File: src/rtl/coinc_event_framer.sv
// Coincidence event framer: synchronises MPPC discriminator pulses, groups hits
// inside a fixed window into timestamped events, buffers them, and emits 5-byte records.
module coinc_event_framer #(
  parameter int N_CH       = 8,
  parameter int TS_WIDTH   = 24,
  parameter int WINDOW     = 8,
  parameter int MIN_FOLD   = 2,
  parameter int FIFO_DEPTH = 16
) (
  input  logic            clk,
  input  logic            rst_n,
  input  logic            booted,
  input  logic [N_CH-1:0] ch_in,
  input  logic [N_CH-1:0] ch_enable,
  output logic [7:0]      byte_data,
  output logic            byte_valid,
  input  logic            byte_ready,
  output logic            event_strobe,
  output logic [7:0]      drop_count
);

  localparam int EW = N_CH + TS_WIDTH;
  localparam int AW = $clog2(FIFO_DEPTH);
  localparam logic [7:0] CNT_INIT = 8'(WINDOW - 1);
  localparam logic [7:0] SYNC_BYTE = 8'hA5;

  typedef enum logic [1:0] {S_IDLE, S_OPEN, S_COMMIT} state_t;

  // ---------------------------------------------------------------- input path
  logic [N_CH-1:0] s1_q, s2_q, s3_q, hit_q;

  always_ff @(posedge clk or negedge rst_n) begin
    if (!rst_n) begin
      s1_q  <= '0;
      s2_q  <= '0;
      s3_q  <= '0;
      hit_q <= '0;
    end else begin
      s1_q  <= ch_in;
      s2_q  <= s1_q;
      s3_q  <= s2_q;
      hit_q <= s2_q & ~s3_q & ch_enable & {N_CH{booted}};
    end
  end

  // ---------------------------------------------------------------- timestamp
  logic [TS_WIDTH-1:0] ts_q;

  always_ff @(posedge clk or negedge rst_n) begin
    if (!rst_n)      ts_q <= '0;
    else if (booted) ts_q <= ts_q + 1'b1;
    else             ts_q <= '0;
  end

  // ---------------------------------------------------------------- coincidence FSM
  state_t              state_q;
  logic [7:0]          cnt_q;
  logic [N_CH-1:0]     mask_q;
  logic [TS_WIDTH-1:0] ts_evt_q;
  logic                event_strobe_q;
  logic [7:0]          drop_count_q;

  logic fold_ok, commit, fifo_full, fifo_empty, fifo_wr, fifo_pop;

  function automatic int unsigned popcnt(input logic [N_CH-1:0] v);
    int unsigned n;
    n = 0;
    for (int i = 0; i < N_CH; i++) n += int'(v[i]);
    return n;
  endfunction

  assign fold_ok = popcnt(mask_q) >= MIN_FOLD;
  assign commit  = (state_q == S_COMMIT);
  // Full is judged on the pre-pop occupancy, so a same-cycle pop never rescues a write.
  assign fifo_wr = commit & fold_ok & ~fifo_full;

  always_ff @(posedge clk or negedge rst_n) begin
    if (!rst_n) begin
      state_q        <= S_IDLE;
      cnt_q          <= '0;
      mask_q         <= '0;
      ts_evt_q       <= '0;
      event_strobe_q <= 1'b0;
      drop_count_q   <= '0;
    end else begin
      event_strobe_q <= fifo_wr;
      if (commit && fold_ok && fifo_full && drop_count_q != 8'hFF)
        drop_count_q <= drop_count_q + 8'd1;
      case (state_q)
        S_OPEN: begin
          mask_q <= mask_q | hit_q;
          if (cnt_q == 8'd1) state_q <= S_COMMIT;
          else               cnt_q   <= cnt_q - 8'd1;
        end
        S_IDLE, S_COMMIT: begin
          // A hit landing on the commit cycle starts the next window immediately.
          if (|hit_q) begin
            ts_evt_q <= ts_q;
            mask_q   <= hit_q;
            cnt_q    <= CNT_INIT;
            state_q  <= (WINDOW == 1) ? S_COMMIT : S_OPEN;
          end else begin
            state_q  <= S_IDLE;
          end
        end
        default: state_q <= S_IDLE;
      endcase
    end
  end

  // ---------------------------------------------------------------- event FIFO
  logic [EW-1:0] mem_q [FIFO_DEPTH];
  logic [AW-1:0] wr_ptr_q, rd_ptr_q;
  logic [AW:0]   count_q;

  assign fifo_full  = (count_q == (AW+1)'(FIFO_DEPTH));
  assign fifo_empty = (count_q == '0);

  always_ff @(posedge clk or negedge rst_n) begin
    if (!rst_n) begin
      for (int i = 0; i < FIFO_DEPTH; i++) mem_q[i] <= '0;
      wr_ptr_q <= '0;
      rd_ptr_q <= '0;
      count_q  <= '0;
    end else begin
      if (fifo_wr) begin
        mem_q[wr_ptr_q] <= {mask_q, ts_evt_q};
        wr_ptr_q        <= wr_ptr_q + 1'b1;
      end
      if (fifo_pop) rd_ptr_q <= rd_ptr_q + 1'b1;
      case ({fifo_wr, fifo_pop})
        2'b10:   count_q <= count_q + 1'b1;
        2'b01:   count_q <= count_q - 1'b1;
        default: count_q <= count_q;
      endcase
    end
  end

  // ---------------------------------------------------------------- serializer
  logic [EW-1:0]   rec_q;
  logic [2:0]      idx_q;
  logic            byte_valid_q;
  logic [7:0]      byte_data_q;
  logic [23:0]     rec_ts24;
  logic [N_CH-1:0] rec_mask;
  logic [7:0]      next_byte;
  logic            xfer;

  // Timestamp field is always three bytes; narrower counters are zero-extended.
  assign rec_ts24 = 24'(rec_q[TS_WIDTH-1:0]);
  assign rec_mask = rec_q[EW-1 -: N_CH];
  assign xfer     = byte_valid_q & byte_ready;
  assign fifo_pop = xfer & (idx_q == 3'd4);

  always_comb begin
    next_byte = 8'h00;
    case (idx_q)
      3'd0:    next_byte = 8'(rec_mask);
      3'd1:    next_byte = rec_ts24[23:16];
      3'd2:    next_byte = rec_ts24[15:8];
      default: next_byte = rec_ts24[7:0];
    endcase
  end

  always_ff @(posedge clk or negedge rst_n) begin
    if (!rst_n) begin
      rec_q        <= '0;
      idx_q        <= '0;
      byte_valid_q <= 1'b0;
      byte_data_q  <= '0;
    end else if (!byte_valid_q) begin
      if (!fifo_empty) begin
        rec_q        <= mem_q[rd_ptr_q];
        idx_q        <= '0;
        byte_valid_q <= 1'b1;
        byte_data_q  <= SYNC_BYTE;
      end
    end else if (xfer) begin
      if (idx_q == 3'd4) begin
        byte_valid_q <= 1'b0;
      end else begin
        idx_q       <= idx_q + 3'd1;
        byte_data_q <= next_byte;
      end
    end
  end

  assign byte_data    = byte_data_q;
  assign byte_valid   = byte_valid_q;
  assign event_strobe = event_strobe_q;
  assign drop_count   = drop_count_q;

endmodule

File: config.mk
export PLATFORM = sky130hd
export DESIGN_NAME = coinc_event_framer
export DESIGN_NICKNAME = d
export VERILOG_FILES = /design/src/rtl/coinc_event_framer.sv
export SDC_FILE = /design/constraint.sdc
export NUM_CORES = 1
export LEC_CHECK = 0
export CAP_MARGIN = 40
export CORE_ASPECT_RATIO = 0.8
export CORE_MARGIN = 5
export CORE_UTILIZATION = 40
export DETAILED_ROUTE_END_ITERATION = 7
export MAX_ROUTING_LAYER = met4
export PLACE_DENSITY = 0.61
export SETUP_SLACK_MARGIN = 0.1
export SLEW_MARGIN = 20
export SYNTH_ARGS = -nofsm -noshare
export SYNTH_HDL_FRONTEND = slang
export SYNTH_SLANG_ARGS = --single-unit
File: constraint.sdc
create_clock -name clk -period 6.7 [get_ports clk]
set_input_delay 1.675 -clock clk [delete_from_list [all_inputs] [get_ports clk]]
set_output_delay 1.675 -clock clk [all_outputs]
set_load 0.01 [all_outputs]
## Yosys cells after proc, flatten, opt, wreduce, memory -nomap -nowiden

Cells that the tools add are included.

- Bits in read-only memories: 0
- Input port bits: 20
- Bits in writable memories: 0
- Latch bits: 0
- Memories kept: 0
- Register bits: 676
- Output and inout port bits: 18
- Logic and storage cells: 128

- Shift operators: 0
- Muxes and demuxes: 29
- Equal/unequal tests: 16
- Divide/modulo/power cells: 0
- Reductions and logical operators: 16
- $mul: 0
- Add/subtract/negate cells: 15
- Bitwise logic cells: 14
- $lt $le $gt $ge: 4

Operators with widths:

| kind | count |
|---|---|
| bitwise mux 512 bit | 1 |
| binary-select mux 32 bit (select 4 bit) | 1 |
| demux 32 bit (select 4 bit) | 1 |
| two-way mux 32 bit | 3 |
| two-way mux 8 bit | 7 |
| one-hot mux 8 bit (2 select lines) | 2 |
| adder 24 x 1 -> 24 bit (second input constant) | 1 |
| bitwise AND 8 bit | 3 |
| two-way mux 24 bit | 1 |
| one-hot mux 8 bit (3 select lines) | 1 |
| two-way mux 3 bit | 4 |
| >= comparator 5 bit (second input constant) | 2 |
| NOT 4 -> 5 bit | 2 |
| one-hot mux 5 bit (2 select lines) | 1 |
| adder 4 x 1 -> 4 bit (second input constant) | 2 |
| adder 7 x 1 -> 8 bit | 1 |
| adder 8 x 1 -> 8 bit (second input constant) | 1 |
| equality test 8 x 1 -> 1 bit (second input constant) | 1 |
| >= comparator 8 x 2 -> 1 bit (second input constant) | 1 |
| inequality test 2 bit (second input constant) | 4 |
| inequality test 8 bit (second input constant) | 1 |
| NOT 8 bit | 1 |
| OR 8 bit | 1 |
| OR reduction 8 bit | 1 |
| 31 further kinds | 50 |

## Logic depth before layout (Yosys ltp)

- Depth in word-level cells: 12
- Depth in mapped cells: 21
- Mapped depth without buffers: 18

## Least setup slack after synthesis

OpenSTA, ideal clock, no wires.

- Path kind: register -> register
- Start: register mask_q[0]
- End: register count_q[4]
- Arrival time: 4610 ps
- Cell stages (with the launch flop): 22
- Data required time: 6574 ps
- Buffers on the path: 3
- Path slack: 1964 ps
- Clock period less this slack: 4736 ps
- Library setup time: 126 ps
- Cell sequence: dfrtp_1 -> inv_1 -> fa_1 -> fa_1 -> fa_1 -> inv_1 -> ha_1 -> inv_1 -> fa_1 -> nand4bb_1 -> o211a_1 -> buf_6 -> buf_12 -> nand2_1 -> ha_1 -> clkbuf_1 -> xor2_1 -> ha_1 -> o21a_1 -> o21ai_0 -> a22oi_1 -> xnor2_1

- Cells in the longest elaborated chain, start to end: 12
- Elaborated cells on any way between the ends: 14
- Classes of those cells: add/sub (7); order compare (1); eq/ne (2); mux (1); bitwise (2); reduce/logical (1)

RTL lines:

| element | RTL line | source |
|---|---|---|
| start, declared | 58 | `logic [N_CH-1:0] mask_q;` |
| start signal, assigned | 91 | `mask_q <= mask_q \| hit_q;` |
| start signal, assigned | 99 | `mask_q <= hit_q;` |
| adder 1 x 1 -> 2 bit * | 68 | `for (int i = 0; i < N_CH; i++) n += int'(v[i]);` |
| adder 2 x 1 -> 3 bit * | 68 |  |
| adder 3 x 1 -> 4 bit * | 68 |  |
| adder 4 x 1 -> 5 bit * | 68 |  |
| adder 5 x 1 -> 6 bit * | 68 |  |
| adder 6 x 1 -> 7 bit * | 68 |  |
| adder 7 x 1 -> 8 bit * | 68 |  |
| >= comparator 8 x 2 -> 1 bit * | 72 | `assign fold_ok = popcnt(mask_q) >= MIN_FOLD;` |
| bitwise AND 1 bit * (2 in a row) | 75 | `assign fifo_wr = commit & fold_ok & ~fifo_full;` |
| equality test 2 x 1 -> 1 bit or equality test 2 bit (tied branches) | 131 | `case ({fifo_wr, fifo_pop})` |
| one-hot mux 5 bit (2 select lines) or nonzero test 2 bit (tied branches) | - |  |
| end signal, assigned | 132 | `2'b10: count_q <= count_q + 1'b1;` |
| end signal, assigned | 133 | `2'b01: count_q <= count_q - 1'b1;` |
| end signal, assigned | 134 | `default: count_q <= count_q;` |
| end, declared | 114 | `logic [AW:0] count_q;` |

Mark *: on every way between the ends. The rest lies on a longest branch, timed or not.
A chain may end at the register's enable or synchronous reset.

## Worst setup path in the final report

Ends and elaborated chain as after synthesis.

==> results.md <==
- Across the run, the number of max-cap violations was 0.
- The final routed DRC violation total is 0.
- The netlist area before placement is a little over 30,000 um2.
- The floorplan step defined a core boundary enclosing 77,100 um2.
- In this run, the number of DRC markers left after iteration 0 of detailed routing was between 1,000 and 1,500.
- Entering global routing, the biggest net connects 180 pins.
- The floorplan step set the die height to around 260 um.
- The power density normalized to cell area is slightly below 300 nW/um2.
- The count of endpoints failing setup in the final report is 0.
- Fill cells in the final layout number 6,678.
- The clock skew is ~0.022 ns.
- In this run, post-CTS repair resized a total of 0 instances.
- The number of nets handed over by synthesis was 2,073.
- Measured along the x axis, the die boundary spans between 300 and 400 um.
- The area growth from synthesis to layout is 10.4%.
- The number of different library cells in the post-synthesis netlist is 59.
- In this run the worst path has a maximum fanout of 17.
- In this run the worst setup path terminates at count_q[4].
- The worst hold path cell count is 0.
- The setup path with the least slack is of type reg2reg.
- The setup slack of the most critical reg-to-reg path is 1.11 ns.
- For met2 alone, demand over resource in global routing was approximately 28%.
- Global routing used a little under a fifth of the available tracks across all layers.
- The part of the cycle the worst path needs is approximately 83%.
- Setup repair after global routing left no endpoint under its margin.
- TritonCTS built the clock tree.
- The die covers about 84,000 um2.
- The post-route netlist has between 30% and 40% of its cells at a drive strength greater than 1.
- The max-slew violation count is 0.
- The tree built by TritonCTS fans out to about 680 sinks.
- The maximum clock frequency is ~180 MHz.
- The number of primary I/O pins is 38.
- The global placement routability congestion is between 0.7 and 0.8.
- STA classifies the critical path startpoint as a register.
- In the synthesized netlist the dominant register cell turns out to be sky130_fd_sc_hd__dfrtp_1.
- The number of nets in the layout is 2,061.
- The number of antenna repair diodes is 0.
- Dividing the detail-routed wire length by the instance count gives ~24 um.
- The clock period could shrink to roughly 5.6 ns.
- The number of antenna violations at the first check in global routing is 1.
- The remaining antenna violation count is 0.
- Counting along the longest clock path gives a buffer depth of 3.
- The number of global-route vias before repair is approximately 18,000.
- Measured in cells, the most critical reg-to-reg path has a length of 18.
- In this run, CTS created clock tree buffers numbering 67.
- The worst pin sits at a relative slew slack of about a third.
- The flop and latch count out of synthesis is about 680.
- STA puts the critical path data arrival time at 6.05 ns.
- The flow ran to the end, and the final reports show no timing, DRC or antenna violations.
- The global-route wire length before repair is 117 mm.
- The routing layer with the top usage in global route is met2.
- At the later pin of the worst-skew pair, clock insertion delay measures roughly 0.6 ns.
- The data required time of the critical path is 7.16 ns.
- The share of async-settable or async-resettable flops after synthesis is 100%.
- The launch instance of the worst register-to-register path is mask_q[0].
- Summed over all failing endpoints, the final setup total negative slack is 0 ns.
- The start point of the critical path is mask_q[0].
- The number of instances in the synthesized netlist is ~2,000.
- The maximum vdd drop is roughly 200 uV.
- During synthesis, Yosys emitted a total of 0 warnings.
- The number of hold-slack violations in the final timing report was 0.
- Prior to clock tree synthesis, the placed netlist has a worst setup slack of about 1.2 ns.
- The final HPWL from detailed placement is between 40 and 50 mm.
- The total length of routed wires is roughly 76 mm.
- The total setup buffers inserted after CTS is 0.
- For this configuration, the core starts out at a cell density of 40.4%.
- The endpoint of the worst-slack reg-to-reg timing path is count_q[4].
- The worst setup path is captured at a register.
- The worst setup slack after layout is ~1.1 ns.
- Counting flops with a built-in enable in the synthesized netlist gives 0.
- The total via count in the routed design is roughly 17,000.
- The number of iterations in the first detailed-routing pass is 5.
- The global routing usage on met3 is 3.49%.
- The analysis attributes to cell leakage a power of 16.8 nW.
- The number of hold buffers added after CTS was 0.
- The slew at the pin closest to its max-slew limit is between 1 and 1.5 ns.
- The number of port buffers is 37.
- The floorplan has roughly 90 rows.
- In this run the worst hold path is classified as reg2reg.
- After clock tree synthesis, the clock-pin slew on the worst setup and hold paths is around 0.06 ns.
- Summed over all layers, the global routing overflow is 0.
- Of the synthesized area, sequential elements account for 54.4%.
- For met1 alone, demand over resource in global routing was approximately 27%.
- The H-tree was split into 3 levels.
- The master cell of the clock root buffer is sky130_fd_sc_hd__clkbuf_16.
- Dividing the detail-routed via count by the number of cells gives between 5 and 6.
- A synthesized cell averages 15.3 um2.
## layer usage
| layer | vias up | part of all wire, % |
|---|---|---|
| li1 | 7448 | - |
| met4 | 0 | 1.9 |
| met2 | 362 | 45 |
| met1 | 9368 | 48 |
| met5 | - | 0 |
| met3 | 118 | 4.8 |
## metrics by stage
stage               hold WS, ns  total power, mW  util, %  instances  cell area (um2)
floorplan                 0.331             5.92        -       2029            31100
global placement          0.337             6.55     41.7       2966            32100
detailed placement        0.336             6.61     41.8       2970            32200
CTS                       0.350             10.3     44.6       3085            34300
global route              0.354             10.7     44.6       3086            34400
finish                    0.347             10.2     44.6       3086            34400
## flip-flops by register name, indices dropped and copies added (netlist names), 5 cells and up
register    count
mem_q         512
rec_q          32
ts_evt_q       24
ts_q           24
byte_data       8
cnt_q           8
drop_count      8
hit_q           8
mask_q          8
s1_q            8
s2_q            8
s3_q            8
count_q         5
## worst max-delay path, cell delays in order, from the launching register on
cell and delay, ns:
sky130_fd_sc_hd__dfrtp_1 0.69, sky130_fd_sc_hd__inv_1 0.16, sky130_fd_sc_hd__fa_1 0.58, sky130_fd_sc_hd__fa_1 0.43
sky130_fd_sc_hd__fa_1 0.49, sky130_fd_sc_hd__inv_1 0.04, sky130_fd_sc_hd__ha_1 0.18, sky130_fd_sc_hd__inv_1 0.07
sky130_fd_sc_hd__fa_1 0.43, sky130_fd_sc_hd__nand3b_1 0.13, sky130_fd_sc_hd__o211a_1 0.60, sky130_fd_sc_hd__nand2_1 0.29
sky130_fd_sc_hd__ha_1 0.40, sky130_fd_sc_hd__xor2_1 0.19, sky130_fd_sc_hd__ha_1 0.23, sky130_fd_sc_hd__o21a_1 0.17
sky130_fd_sc_hd__o21ai_0 0.14, sky130_fd_sc_hd__a22oi_1 0.11, sky130_fd_sc_hd__xnor2_1 0.13
## cells in the mapped netlist (26+ instances only)
library cell | number | area (um2)
sky130_fd_sc_hd__buf_2 | 31 | 155
sky130_fd_sc_hd__o21ai_0 | 30 | 150
sky130_fd_sc_hd__a211oi_1 | 34 | 255
sky130_fd_sc_hd__o22ai_1 | 32 | 200
sky130_fd_sc_hd__mux2i_1 | 33 | 330
sky130_fd_sc_hd__mux4_2 | 128 | 2880
sky130_fd_sc_hd__a21o_1 | 35 | 263
sky130_fd_sc_hd__inv_1 | 27 | 101
sky130_fd_sc_hd__a21oi_1 | 26 | 130
sky130_fd_sc_hd__clkbuf_1 | 70 | 263
sky130_fd_sc_hd__mux2_4 | 210 | 3150
sky130_fd_sc_hd__buf_4 | 32 | 240
sky130_fd_sc_hd__mux2_2 | 303 | 3410
sky130_fd_sc_hd__dfrtp_1 | 676 | 16900
sky130_fd_sc_hd__nor2_1 | 31 | 116
sky130_fd_sc_hd__nand2_1 | 97 | 364
## cell type report
class / instances / area (um2) / share of cell area, %
tap: 1023 / 1280 / 3.72
clock inverter: 16 / 148 / 0.430
multi-input combinational: 1166 / 13100 / 38.1
inverter: 27 / 101 / 0.295
timing repair buffer: 79 / 848 / 2.47
sequential: 676 / 16900 / 49.3
clock buffer: 99 / 1980 / 5.76
## layout by cell type (no fill, tap or decap), types with 30 or more instances in the layout
| cell | netlist | routed |
|---|---|---|
| sky130_fd_sc_hd__o21ai_0 | 30 | 30 |
| sky130_fd_sc_hd__mux2_4 | 210 | 210 |
| sky130_fd_sc_hd__a211oi_1 | 34 | 34 |
| sky130_fd_sc_hd__clkbuf_16 | 0 | 69 |
| sky130_fd_sc_hd__mux4_2 | 128 | 128 |
| sky130_fd_sc_hd__clkdlybuf4s50_1 | 0 | 36 |
| sky130_fd_sc_hd__nand2_1 | 97 | 97 |
| sky130_fd_sc_hd__o22ai_1 | 32 | 32 |
| sky130_fd_sc_hd__dfrtp_1 | 676 | 672 |
| sky130_fd_sc_hd__a21o_1 | 35 | 34 |
| sky130_fd_sc_hd__nor2_1 | 31 | 31 |
| sky130_fd_sc_hd__mux2i_1 | 33 | 33 |
| sky130_fd_sc_hd__buf_4 | 32 | 30 |
| sky130_fd_sc_hd__mux2_2 | 303 | 303 |
## power breakdown
group          internal, mW  switching, mW  leakage, nW  total (mW)
clock network          2.12           1.58         1.05        3.70
registers              4.33          0.472         9.29        4.80
logic                 0.716           1.01         6.46        1.73
total                  7.17           3.06         16.8        10.2
## worst min-delay path by stage
| stage | startpoint | endpoint |
|---|---|---|
| after floorplan | s1_q[0] | s2_q[0] |
| after global placement | s1_q[2] | s2_q[2] |
| after detailed placement | s1_q[2] | s2_q[2] |
| after CTS | s1_q[2] | s2_q[2] |
| after global routing | s1_q[2] | s2_q[2] |
| final | s1_q[2] | s2_q[2] |
## kinds of logic (layout without fill, tap and decap cells)
family | after synthesis | count (layout) | share of synthesized area, %
buffers and inverters | 187 | 221 | 3.70
AND/OR/NAND/NOR | 248 | 248 | 4.50
multiplexers | 676 | 676 | 31.5
AO/OA/AOI/OAI | 185 | 185 | 3.97
XOR/XNOR | 33 | 33 | 0.929
adder cells (fa/ha/maj) | 24 | 24 | 1.06
flip-flops | 676 | 676 | 54.4
(Power assumes the default switching activity.)
